<file path="config.mk">
export PLATFORM = sky130hd
export DESIGN_NAME = adder8_bcd_display_flat
export DESIGN_NICKNAME = d
export VERILOG_FILES = /design/src/rtl/adder8_bcd_pkg.sv /design/src/rtl/adder8_bcd_display_if.sv /design/src/rtl/bcd_to_seg7.sv /design/src/rtl/adder8_bcd_display.sv /design/src/flat_wrapper.sv
export SDC_FILE = /design/constraint.sdc
export NUM_CORES = 1
export LEC_CHECK = 0
export CAP_MARGIN = 40
export CORE_UTILIZATION = 52
export CTS_CLUSTER_DIAMETER = 30
export CTS_CLUSTER_SIZE = 12
export DETAILED_ROUTE_END_ITERATION = 8
export DONT_BUFFER_PORTS = 1
export GPL_TIMING_DRIVEN = 0
export HOLD_SLACK_MARGIN = 0.02
export PLACE_DENSITY = 0.7
export SYNTH_ARGS = -nofsm -noshare
export SYNTH_HDL_FRONTEND = slang
export SYNTH_HIERARCHICAL = 1
export SYNTH_SLANG_ARGS = --single-unit
</file>
<file path="constraint.sdc">
create_clock -name clk_i -period 1.03 [get_ports clk_i]
set_input_delay 0.0515 -clock clk_i [delete_from_list [all_inputs] [get_ports clk_i]]
set_output_delay 0.0515 -clock clk_i [all_outputs]
set_load 0.01 [all_outputs]
</file>
<file path="src/rtl/adder8_bcd_pkg.sv">
// Shared types and constants for the 8-bit adder with BCD 7-segment display.
// Holds the segment encoding table and the double-dabble helper.
package adder8_bcd_pkg;

  localparam int unsigned SegW = 7;

  typedef logic [SegW-1:0] seg_t;

  // Bit order is {a, b, c, d, e, f, g}, active-high.
  localparam seg_t SegDigits [10] = '{
    7'b1111110, 7'b0110000, 7'b1101101, 7'b1111001, 7'b0110011,
    7'b1011011, 7'b1011111, 7'b1110000, 7'b1111111, 7'b1111011
  };

  localparam seg_t SegBlank = 7'b0000000;

  // Shift-add-3 over 8 input bits; returns {hundreds, tens, ones}.
  function automatic logic [11:0] bin_to_bcd(input logic [7:0] bin);
    logic [19:0] sh;
    sh = {12'd0, bin};
    for (int i = 0; i < 8; i++) begin
      if (sh[11:8] >= 4'd5)  sh[11:8]  = sh[11:8] + 4'd3;
      if (sh[15:12] >= 4'd5) sh[15:12] = sh[15:12] + 4'd3;
      if (sh[19:16] >= 4'd5) sh[19:16] = sh[19:16] + 4'd3;
      sh = sh << 1;
    end
    return sh[19:8];
  endfunction

endpackage

</file>
<file path="src/rtl/adder8_bcd_display_if.sv">
// Operand and result bundle between an operand source and the adder/display block.
interface adder8_bcd_display_if;
  import adder8_bcd_pkg::*;

  logic [7:0] x;
  logic [7:0] y;
  logic       carry_in;
  logic [7:0] sum;
  logic       carry_out;
  logic [3:0] bcd_hund;
  logic [3:0] bcd_ten;
  logic [3:0] bcd_one;
  seg_t       seg_hund;
  seg_t       seg_ten;
  seg_t       seg_one;

  modport master (
    output x, y, carry_in,
    input  sum, carry_out, bcd_hund, bcd_ten, bcd_one, seg_hund, seg_ten, seg_one
  );

  modport slave (
    input  x, y, carry_in,
    output sum, carry_out, bcd_hund, bcd_ten, bcd_one, seg_hund, seg_ten, seg_one
  );

endinterface

</file>
<file path="src/rtl/bcd_to_seg7.sv">
// Single-digit BCD to 7-segment decoder, active-high, codes 10..15 blank.
module bcd_to_seg7
  import adder8_bcd_pkg::*;
(
  input  logic [3:0] bcd_i,
  output seg_t       seg_o
);

  always_comb begin
    seg_o = SegBlank;
    case (bcd_i)
      4'd0:    seg_o = SegDigits[0];
      4'd1:    seg_o = SegDigits[1];
      4'd2:    seg_o = SegDigits[2];
      4'd3:    seg_o = SegDigits[3];
      4'd4:    seg_o = SegDigits[4];
      4'd5:    seg_o = SegDigits[5];
      4'd6:    seg_o = SegDigits[6];
      4'd7:    seg_o = SegDigits[7];
      4'd8:    seg_o = SegDigits[8];
      4'd9:    seg_o = SegDigits[9];
      default: seg_o = SegBlank;
    endcase
  end

endmodule

</file>
<file path="src/rtl/adder8_bcd_display.sv">
// Registered 8-bit adder with carry, BCD conversion of the 8-bit sum and
// three-digit 7-segment decode of the registered digits.
module adder8_bcd_display
  import adder8_bcd_pkg::*;
#(
  parameter bit SegActiveLow = 1'b0
) (
  input  logic                       clk_i,
  input  logic                       rst_i,
  adder8_bcd_display_if.slave        bus_io
);

  logic [8:0]  sum9;
  logic [11:0] bcd_d;
  logic [7:0]  sum_q;
  logic        carry_q;
  logic [11:0] bcd_q;
  seg_t        seg_hund;
  seg_t        seg_ten;
  seg_t        seg_one;

  // Decimal value comes from the 8-bit sum only; the carry is never folded in.
  always_comb begin
    sum9  = {1'b0, bus_io.x} + {1'b0, bus_io.y} + {8'd0, bus_io.carry_in};
    bcd_d = bin_to_bcd(sum9[7:0]);
  end

  always_ff @(posedge clk_i or posedge rst_i) begin
    if (rst_i) begin
      sum_q   <= 8'd0;
      carry_q <= 1'b0;
      bcd_q   <= 12'd0;
    end else begin
      sum_q   <= sum9[7:0];
      carry_q <= sum9[8];
      bcd_q   <= bcd_d;
    end
  end

  bcd_to_seg7 u_seg_hund (
    .bcd_i (bcd_q[11:8]),
    .seg_o (seg_hund)
  );

  bcd_to_seg7 u_seg_ten (
    .bcd_i (bcd_q[7:4]),
    .seg_o (seg_ten)
  );

  bcd_to_seg7 u_seg_one (
    .bcd_i (bcd_q[3:0]),
    .seg_o (seg_one)
  );

  assign bus_io.sum       = sum_q;
  assign bus_io.carry_out = carry_q;
  assign bus_io.bcd_hund  = bcd_q[11:8];
  assign bus_io.bcd_ten   = bcd_q[7:4];
  assign bus_io.bcd_one   = bcd_q[3:0];
  // Common-anode displays need every segment inverted.
  assign bus_io.seg_hund  = seg_hund ^ {SegW{SegActiveLow}};
  assign bus_io.seg_ten   = seg_ten ^ {SegW{SegActiveLow}};
  assign bus_io.seg_one   = seg_one ^ {SegW{SegActiveLow}};

endmodule

</file>
<file path="src/flat_wrapper.sv">
// flat-port wrapper written by rule: the top's interface ports become plain ports
module adder8_bcd_display_flat import adder8_bcd_pkg::*;
#(
  parameter bit SegActiveLow = 1'b0
)
  (clk_i, rst_i, bus_io_x, bus_io_y, bus_io_carry_in, bus_io_sum, bus_io_carry_out, bus_io_bcd_hund, bus_io_bcd_ten, bus_io_bcd_one, bus_io_seg_hund, bus_io_seg_ten, bus_io_seg_one);
  adder8_bcd_display_if bus_io_i ();
  input  logic clk_i;
  input  logic rst_i;
  input wire logic [$bits(bus_io_i.x)-1:0] bus_io_x;
  input wire logic [$bits(bus_io_i.y)-1:0] bus_io_y;
  input wire logic [$bits(bus_io_i.carry_in)-1:0] bus_io_carry_in;
  output wire logic [$bits(bus_io_i.sum)-1:0] bus_io_sum;
  output wire logic [$bits(bus_io_i.carry_out)-1:0] bus_io_carry_out;
  output wire logic [$bits(bus_io_i.bcd_hund)-1:0] bus_io_bcd_hund;
  output wire logic [$bits(bus_io_i.bcd_ten)-1:0] bus_io_bcd_ten;
  output wire logic [$bits(bus_io_i.bcd_one)-1:0] bus_io_bcd_one;
  output wire logic [$bits(bus_io_i.seg_hund)-1:0] bus_io_seg_hund;
  output wire logic [$bits(bus_io_i.seg_ten)-1:0] bus_io_seg_ten;
  output wire logic [$bits(bus_io_i.seg_one)-1:0] bus_io_seg_one;
  assign bus_io_i.x = bus_io_x;
  assign bus_io_i.y = bus_io_y;
  assign bus_io_i.carry_in = bus_io_carry_in;
  assign bus_io_sum = bus_io_i.sum;
  assign bus_io_carry_out = bus_io_i.carry_out;
  assign bus_io_bcd_hund = bus_io_i.bcd_hund;
  assign bus_io_bcd_ten = bus_io_i.bcd_ten;
  assign bus_io_bcd_one = bus_io_i.bcd_one;
  assign bus_io_seg_hund = bus_io_i.seg_hund;
  assign bus_io_seg_ten = bus_io_i.seg_ten;
  assign bus_io_seg_one = bus_io_i.seg_one;
  adder8_bcd_display #(.SegActiveLow(SegActiveLow)) u_core (.clk_i(clk_i), .rst_i(rst_i), .bus_io(bus_io_i));
endmodule
</file>
; Yosys cells after proc, flatten, opt, wreduce, memory -nomap -nowiden
; Memories as Yosys holds them, arrays and structs flattened.
; Cells that the tools add are included.
[classes]
add_sub_neg = 20
order_cmp = 18
muxes = 18
[ops]
columns = op, count
row1 = "4-bit by 3-bit greater-or-equal comparator with 1-bit output, second input constant", 15
row2 = 4-bit 2-to-1 mux, 12
row3 = "4-bit by 2-bit adder with 4-bit output, second input constant", 11
row4 = 3-bit 2-to-1 mux, 6
row5 = "3-bit by 2-bit adder with 3-bit output, second input constant", 4
row6 = 8-bit by 8-bit adder with 9-bit output, 1
row7 = 9-bit by 1-bit adder with 9-bit output, 1
row8 = "1-bit by 2-bit adder with 3-bit output, second input constant", 2
row9 = "1-bit by 3-bit greater-or-equal comparator with 1-bit output, second input constant", 2
row10 = "1-bit by 2-bit adder with 3-bit output, both inputs constant", 1
row11 = "1-bit by 3-bit greater-or-equal comparator with 1-bit output, both inputs constant", 1
[word_totals]
register_bits = 21
rom_bits = 336
wordCells = 62
memories = 3
[memory_table]
columns = memory, words, word_bits, rd, rd_ports_with_merged_regs, wr, line_no
row1 = (name not given), 16, 7, 1, 0, 0, bcd_to_seg7.sv:11  ; case (bcd_i)
row2 = (name not given), 16, 7, 1, 0, 0, bcd_to_seg7.sv:11
row3 = (name not given), 16, 7, 1, 0, 0, bcd_to_seg7.sv:11

; Longest topological paths before layout
[depth]
ltp_word = 16
depth_mapped = 32
ltp_nobuf = 31

; Modules after synthesis
; The synthesis kept the hierarchy.
[by_module_without_submodules]
columns = mod, instances, cells_each, area_each_um2
row1 = adder8_bcd_display, 1, 252, 2147.1
row2 = bcd_to_seg7, 3, 30, 217.7

; Worst setup path before layout
; OpenSTA, ideal clock, no wires.
[synth_timing]
path_type = input-to-reg
startpoint = input bus_io_x[0]
endpoint = register u_core.bcd_q[8]
arrival_ns = 5.562
required_time_ns = 0.904
setup_slack_ns = -4.659
stages = 31
n_path_buf = 1
cell_sequence = inv_1 > fa_1 > fa_1 > nor2b_4 > o2111ai_1 > nand3_1 > nand2_1 > nand2_1 > ha_1 > clkbuf_1 > o211ai_1 > nand2_1 > nor2_1 > ha_1 > nand2b_1 > o21ai_2 > nand2_1 > xnor2_1 > inv_1 > ha_1 > nor2b_1 > nand2b_1 > mux2i_1 > nand2b_1 > ha_1 > nor4b_1 > a21oi_1 > nand3_1 > nor4_1 > a311o_1 > a311o_1
[synth_via]
elab_chain_cells = 16
elab_cells_between_ends = 35
cone_classes = add/sub: 13 / order compare: 11 / mux: 11
[synth_rtl]
columns = item, line_no
row1 = start: declaration, flat_wrapper.sv:10  ; input wire logic [$bits(bus_io_i.x)-1:0] bus_io_x;
row2 = 8-bit by 8-bit adder with 9-bit output *, adder8_bcd_display.sv:24  ; sum9 = {1'b0, bus_io.x} + {1'b0, bus_io.y} + {8'd0, bus_io.carry_in};
row3 = 9-bit by 1-bit adder with 9-bit output *, adder8_bcd_display.sv:24
row4 = 1-bit by 3-bit greater-or-equal comparator with 1-bit output or 1-bit by 2-bit adder with 3-bit output (tied branches), adder8_bcd_pkg.sv:22  ; if (sh[11:8] >= 4'd5) sh[11:8] = sh[11:8] + 4'd3;
row5 = 3-bit 2-to-1 mux, adder8_bcd_pkg.sv:22
row6 = 4-bit by 2-bit adder with 4-bit output or 4-bit by 3-bit greater-or-equal comparator with 1-bit output (tied branches), adder8_bcd_pkg.sv:22
row7 = 4-bit 2-to-1 mux, adder8_bcd_pkg.sv:22
row8 = 4-bit by 2-bit adder with 4-bit output (tied with other cells), adder8_bcd_pkg.sv:22
row9 = "4-bit 2-to-1 mux, on equally long branches", "adder8_bcd_pkg.sv:22, adder8_bcd_pkg.sv:23"
row10 = 4-bit by 2-bit adder with 4-bit output (tied with other cells), adder8_bcd_pkg.sv:22
row11 = "4-bit 2-to-1 mux, on equally long branches", "adder8_bcd_pkg.sv:22, adder8_bcd_pkg.sv:23"
row12 = 4-bit by 2-bit adder with 4-bit output (tied with other cells), adder8_bcd_pkg.sv:23  ; if (sh[15:12] >= 4'd5) sh[15:12] = sh[15:12] + 4'd3;
row13 = "4-bit 2-to-1 mux, on equally long branches", "adder8_bcd_pkg.sv:23, adder8_bcd_pkg.sv:22"
row14 = 4-bit by 2-bit adder with 4-bit output (tied with other cells), adder8_bcd_pkg.sv:23
row15 = "4-bit 2-to-1 mux, on equally long branches", "adder8_bcd_pkg.sv:23, adder8_bcd_pkg.sv:22"
row16 = 4-bit by 2-bit adder with 4-bit output or 4-bit by 3-bit greater-or-equal comparator with 1-bit output (tied branches), adder8_bcd_pkg.sv:23
row17 = 4-bit 2-to-1 mux *, adder8_bcd_pkg.sv:23
row18 = via u_core.bcd_d[8], adder8_bcd_display.sv:14  ; logic [11:0] bcd_d;
row19 = end signal: assignment, adder8_bcd_display.sv:32  ; bcd_q <= 12'd0;
row20 = end signal: assignment, adder8_bcd_display.sv:36  ; bcd_q <= bcd_d;
row21 = end: declaration, adder8_bcd_display.sv:17  ; logic [11:0] bcd_q;
; Mark *: on every way through the listed nets, which the timed path passes. The rest lies on a longest branch.

; Final worst setup path
; Same ends and word-level chain as after synthesis.

==> impl_metrics.py <==
metrics = {
    "routing": {
        "routed_wl_mm": 11.6,
        "routed_via_density": 6.70,
        "route.detailed.wl_per_inst_um": 22.6,
        "via_count": 3425,
        "remaining_drc_errors": 0,
        "drt_pre_antenna_iters": 5,
        "drt.antenna.violating_nets": 0,
        "drt_first_iter_violations": 236,
    },
    "clocking": {
        "cts.sinks": 18,
        "clockRootBuffer": "sky130_fd_sc_hd__clkbuf_8",
        "numCtsBuffers": 3,
        "tritoncts": "done",
        "cts_buffer_depth": 2,
        "clkSlewWorstSetupHoldPaths_ns": 0.07,
        "ctsHtreeMaxLevel": 1,
    },
    "floorplanning": {
        "dieHeight_um": 75.4,
        "initial_utilization_pct": 54.5,
        "core_sq_um": 5140,
        "ios": 61,
        "fp.dieArea_sq_um": 5680,
        "std_cell_rows": 26,
        "fp.dieW_um": 75.4,
    },
    "yosys": {
        "synth.cells.most_frequent": "sky130_fd_sc_hd__ha_1 (32), sky130_fd_sc_hd__nand2_1 (25), sky130_fd_sc_hd__inv_1 (22), sky130_fd_sc_hd__nor2_1 (21)",
        "post_synth_num_cell_types": 70,
        "post-synth-top-area-fraction_pct": 16.1,
        "avg_synthesized_cell_area_sq_um": 8.19,
        "synth_seq_area_share_pct": 16.1,
        "ys_dominant_reg_cell": "sky130_fd_sc_hd__dfrtp_1",
        "yosysMostFrequentCell": "sky130_fd_sc_hd__ha_1",
        "postSynthCellCount": 342,
        "synth_area_leaders": "sky130_fd_sc_hd__dfrtp_1 (16%), sky130_fd_sc_hd__ha_1 (14%), sky130_fd_sc_hd__mux2i_1 (3.6%)",
        "synth.yosys.warnings": 6,
        "yosysTopAreaCell": "sky130_fd_sc_hd__dfrtp_1",
        "postSynth.asyncResetShare_pct": 100,
        "mapped_cell_area_sq_um": 2800,
        "synth_edf_count": 0,
        "synth-seq-cells": 18,
    },
    "finish": {
        "seq_area_sq_um": 459,
        "multi_input_comb_area_sq_um": 3000,
        "fillerInstances": 209,
        "stdcell_area_sq_um": 4670,
        "n_antenna_cell": 0,
        "final_nets": 495,
        "synthToLayoutAreaGrowth_pct": 66.7,
        "final_layout_size_suffix_gt1_share_pct": 56.2,
    },
    "setup_path": {
        "critPathMaxStageDelay_ns": 0.41,
        "start_kind": "input pin",
        "critPathCaptureType": "flip-flop",
        "crit_top_cell": "sky130_fd_sc_hd__nand2_2",
        "critical_path_class": "input pin to flip-flop",
        "worstPathMaxFanout": 4,
        "critical-path-slowest-cell": "sky130_fd_sc_hd__fa_2",
        "cp.arrival_ns": 5.33,
        "timing.critical_path.required_ns": 1.21,
    },
    "timing": {
        "hold_violations": 0,
        "fmax_mhz": 194,
        "worst_slack_ns": -4.12,
        "tightest_slew_ns": 1.07,
        "total_of_endpoints_with_negative_setup_slack_in_the_final_report": 37,
        "timing.max_slew.rel_slack_pct": 28.4,
        "finalCriticalPeriod_ns": 5.15,
        "rsz0062_at_grt": "true",
        "fin_crit_sh_pct": 500,
        "timing.hold.ws_ns": 0.0416,
        "timing.final.max_slew_violations": 0,
    },
    "global_routing": {
        "overflow": 0,
        "antenna_found_initial": 0,
        "grt_start_max_net_pins": 19,
        "grt_pass1_wl_mm": 13.3,
        "grt_use_total_pct": 30.5,
        "grt_pass1_vias": 2762,
    },
    "min_path": {
        "holdCritPathClass": "input pin to flip-flop",
        "hold_path_end": "u_core/bus_io.carry_out",
        "hold_depth": 2,
        "timing.hold.worst.start": "bus_io_y[7]",
    },
    "placement": {
        "dp_hpwl_mm": 5.05,
        "postPlaceCellArea_sq_um": 3210,
        "dpl_worst_slack_ns": -4.55,
        "gp_congestion": 0.871,
        "place.port_buffers": 0,
    },
    "outcome": {
        "status": "finished with violations",
        "failing_checks": "negative setup slack",
    },
    "power": {
        "pwr-share-clk_pct": 3.9,
        "power.combinational.fraction_pct": 85.7,
        "peakVddDrop_v": 0.00190,
        "seqPwrFrac_pct": 10.4,
        "sw_frac_of_total_pct": 50.8,
        "total_switching_power_mw": 7.53,
        "intPower_mw": 7.30,
        "powerDensity_nw_per_um2": 3180,
        "power_leakage_nw": 1.95,
    },
    "run": {
        "drv.max_cap_violation_count": 0,
    },
}
==> sequential cells by signal, indices dropped and copies added (netlist names) <==
signal,flops
u_core/bus_io.sum,7
u_core/bcd_q,10
u_core/bus_io.carry_out,1
==> cell families after synthesis <==
logic type	share of synthesized area, %
simple gates	20.6
other cells	0.134
buf+inv	7.06
compound gates	32.7
fa+ha+maj	15.7
xor+xnor	3.13
flops	16.1
mux	4.51
==> power by group through the flow <==
stage / clock, mW / combinational [mW] / sequential (mW)
after floorplan: 0 / 6.54 / 1.37
after global placement: 0 / 7.53 / 1.46
after detailed placement: 0 / 7.62 / 1.46
after CTS: 0.581 / 9.85 / 1.52
after global routing: 0.615 / 13.4 / 1.59
final: 0.579 / 12.7 / 1.54
==> stage by stage <==
step | util (%) | std cells | total power, mW | setup TNS, ns
after floorplan | - | 347 | 7.92 | -35.24
after global placement | 62.4 | 417 | 8.98 | -41.80
after detailed placement | 62.4 | 417 | 9.09 | -42.55
after CTS | 81.1 | 484 | 11.9 | -42.71
after global routing | 90.8 | 511 | 15.6 | -48.90
final | 90.8 | 511 | 14.8 | -46.32
==> cell type report <==
class                           instances  area share, %
Multi-Input combinational cell        290           64.3
Timing Repair Buffer                   90           17.0
Sequential cell                        18           9.84
Buffer                                 15           2.98
Inverter                               24           2.76
Tap cell                               70           1.88
Clock buffer                            4           1.18
==> critical path: cells and delay by family <==
| family | cells | cell delay (ns) |
|---|---|---|
| and+or+nand+nor | 15 | 2.08 |
| adders and majority gates | 6 | 1.52 |
| AOI/OAI and AO/OA | 6 | 1.04 |
| xor gates and xnor gates | 1 | 0.16 |
| buffers and inverters | 3 | 0.22 |
| muxes | 1 | 0.23 |
==> per-layer routing <==
metal / share of wire (%) / global-route usage, %
met5: 0 / 0
met4: 8.4 / 11.5
met3: 6.2 / 3.17
met2: 49 / 58.8
met1: 36 / 34.4
==> how the worst max path moves through the flow <==
stage | from | slack (ns) | end | cells after the start
final | bus_io_x[0] | -4.12 | u_core/bcd_q[8] | 32
after CTS | bus_io_carry_in | -3.87 | u_core/bcd_q[8] | 31
after detailed placement | bus_io_carry_in | -4.55 | u_core/bcd_q[8] | 31
after floorplan | bus_io_carry_in | -3.98 | u_core/bcd_q[8] | 31
after global routing | bus_io_x[0] | -4.22 | u_core/bcd_q[8] | 28
after global placement | bus_io_carry_in | -4.47 | u_core/bcd_q[8] | 31
==> cell usage in the layout (no fill, tap or decap), drive strengths merged, types with 11 or more instances in the layout <==
master | synthesis | final
nor2 | 22 | 22
dfrtp | 18 | 18
ha | 32 | 32
buf | 13 | 103
o22ai | 13 | 13
nand2b | 11 | 11
a21oi | 22 | 22
inv | 23 | 22
o21ai | 24 | 24
nand2 | 25 | 25
nor3 | 11 | 11
==> repair_timing <==
action                                 CTS  global route
hold buffers                             1             0
buffers inserted                        62            27
setup endpoints to repair               37            37
endpoints found under the hold margin   18             0
pin swaps                               39            33
gates resized for setup                 90            60
Power figures use the tool's default switching activity.
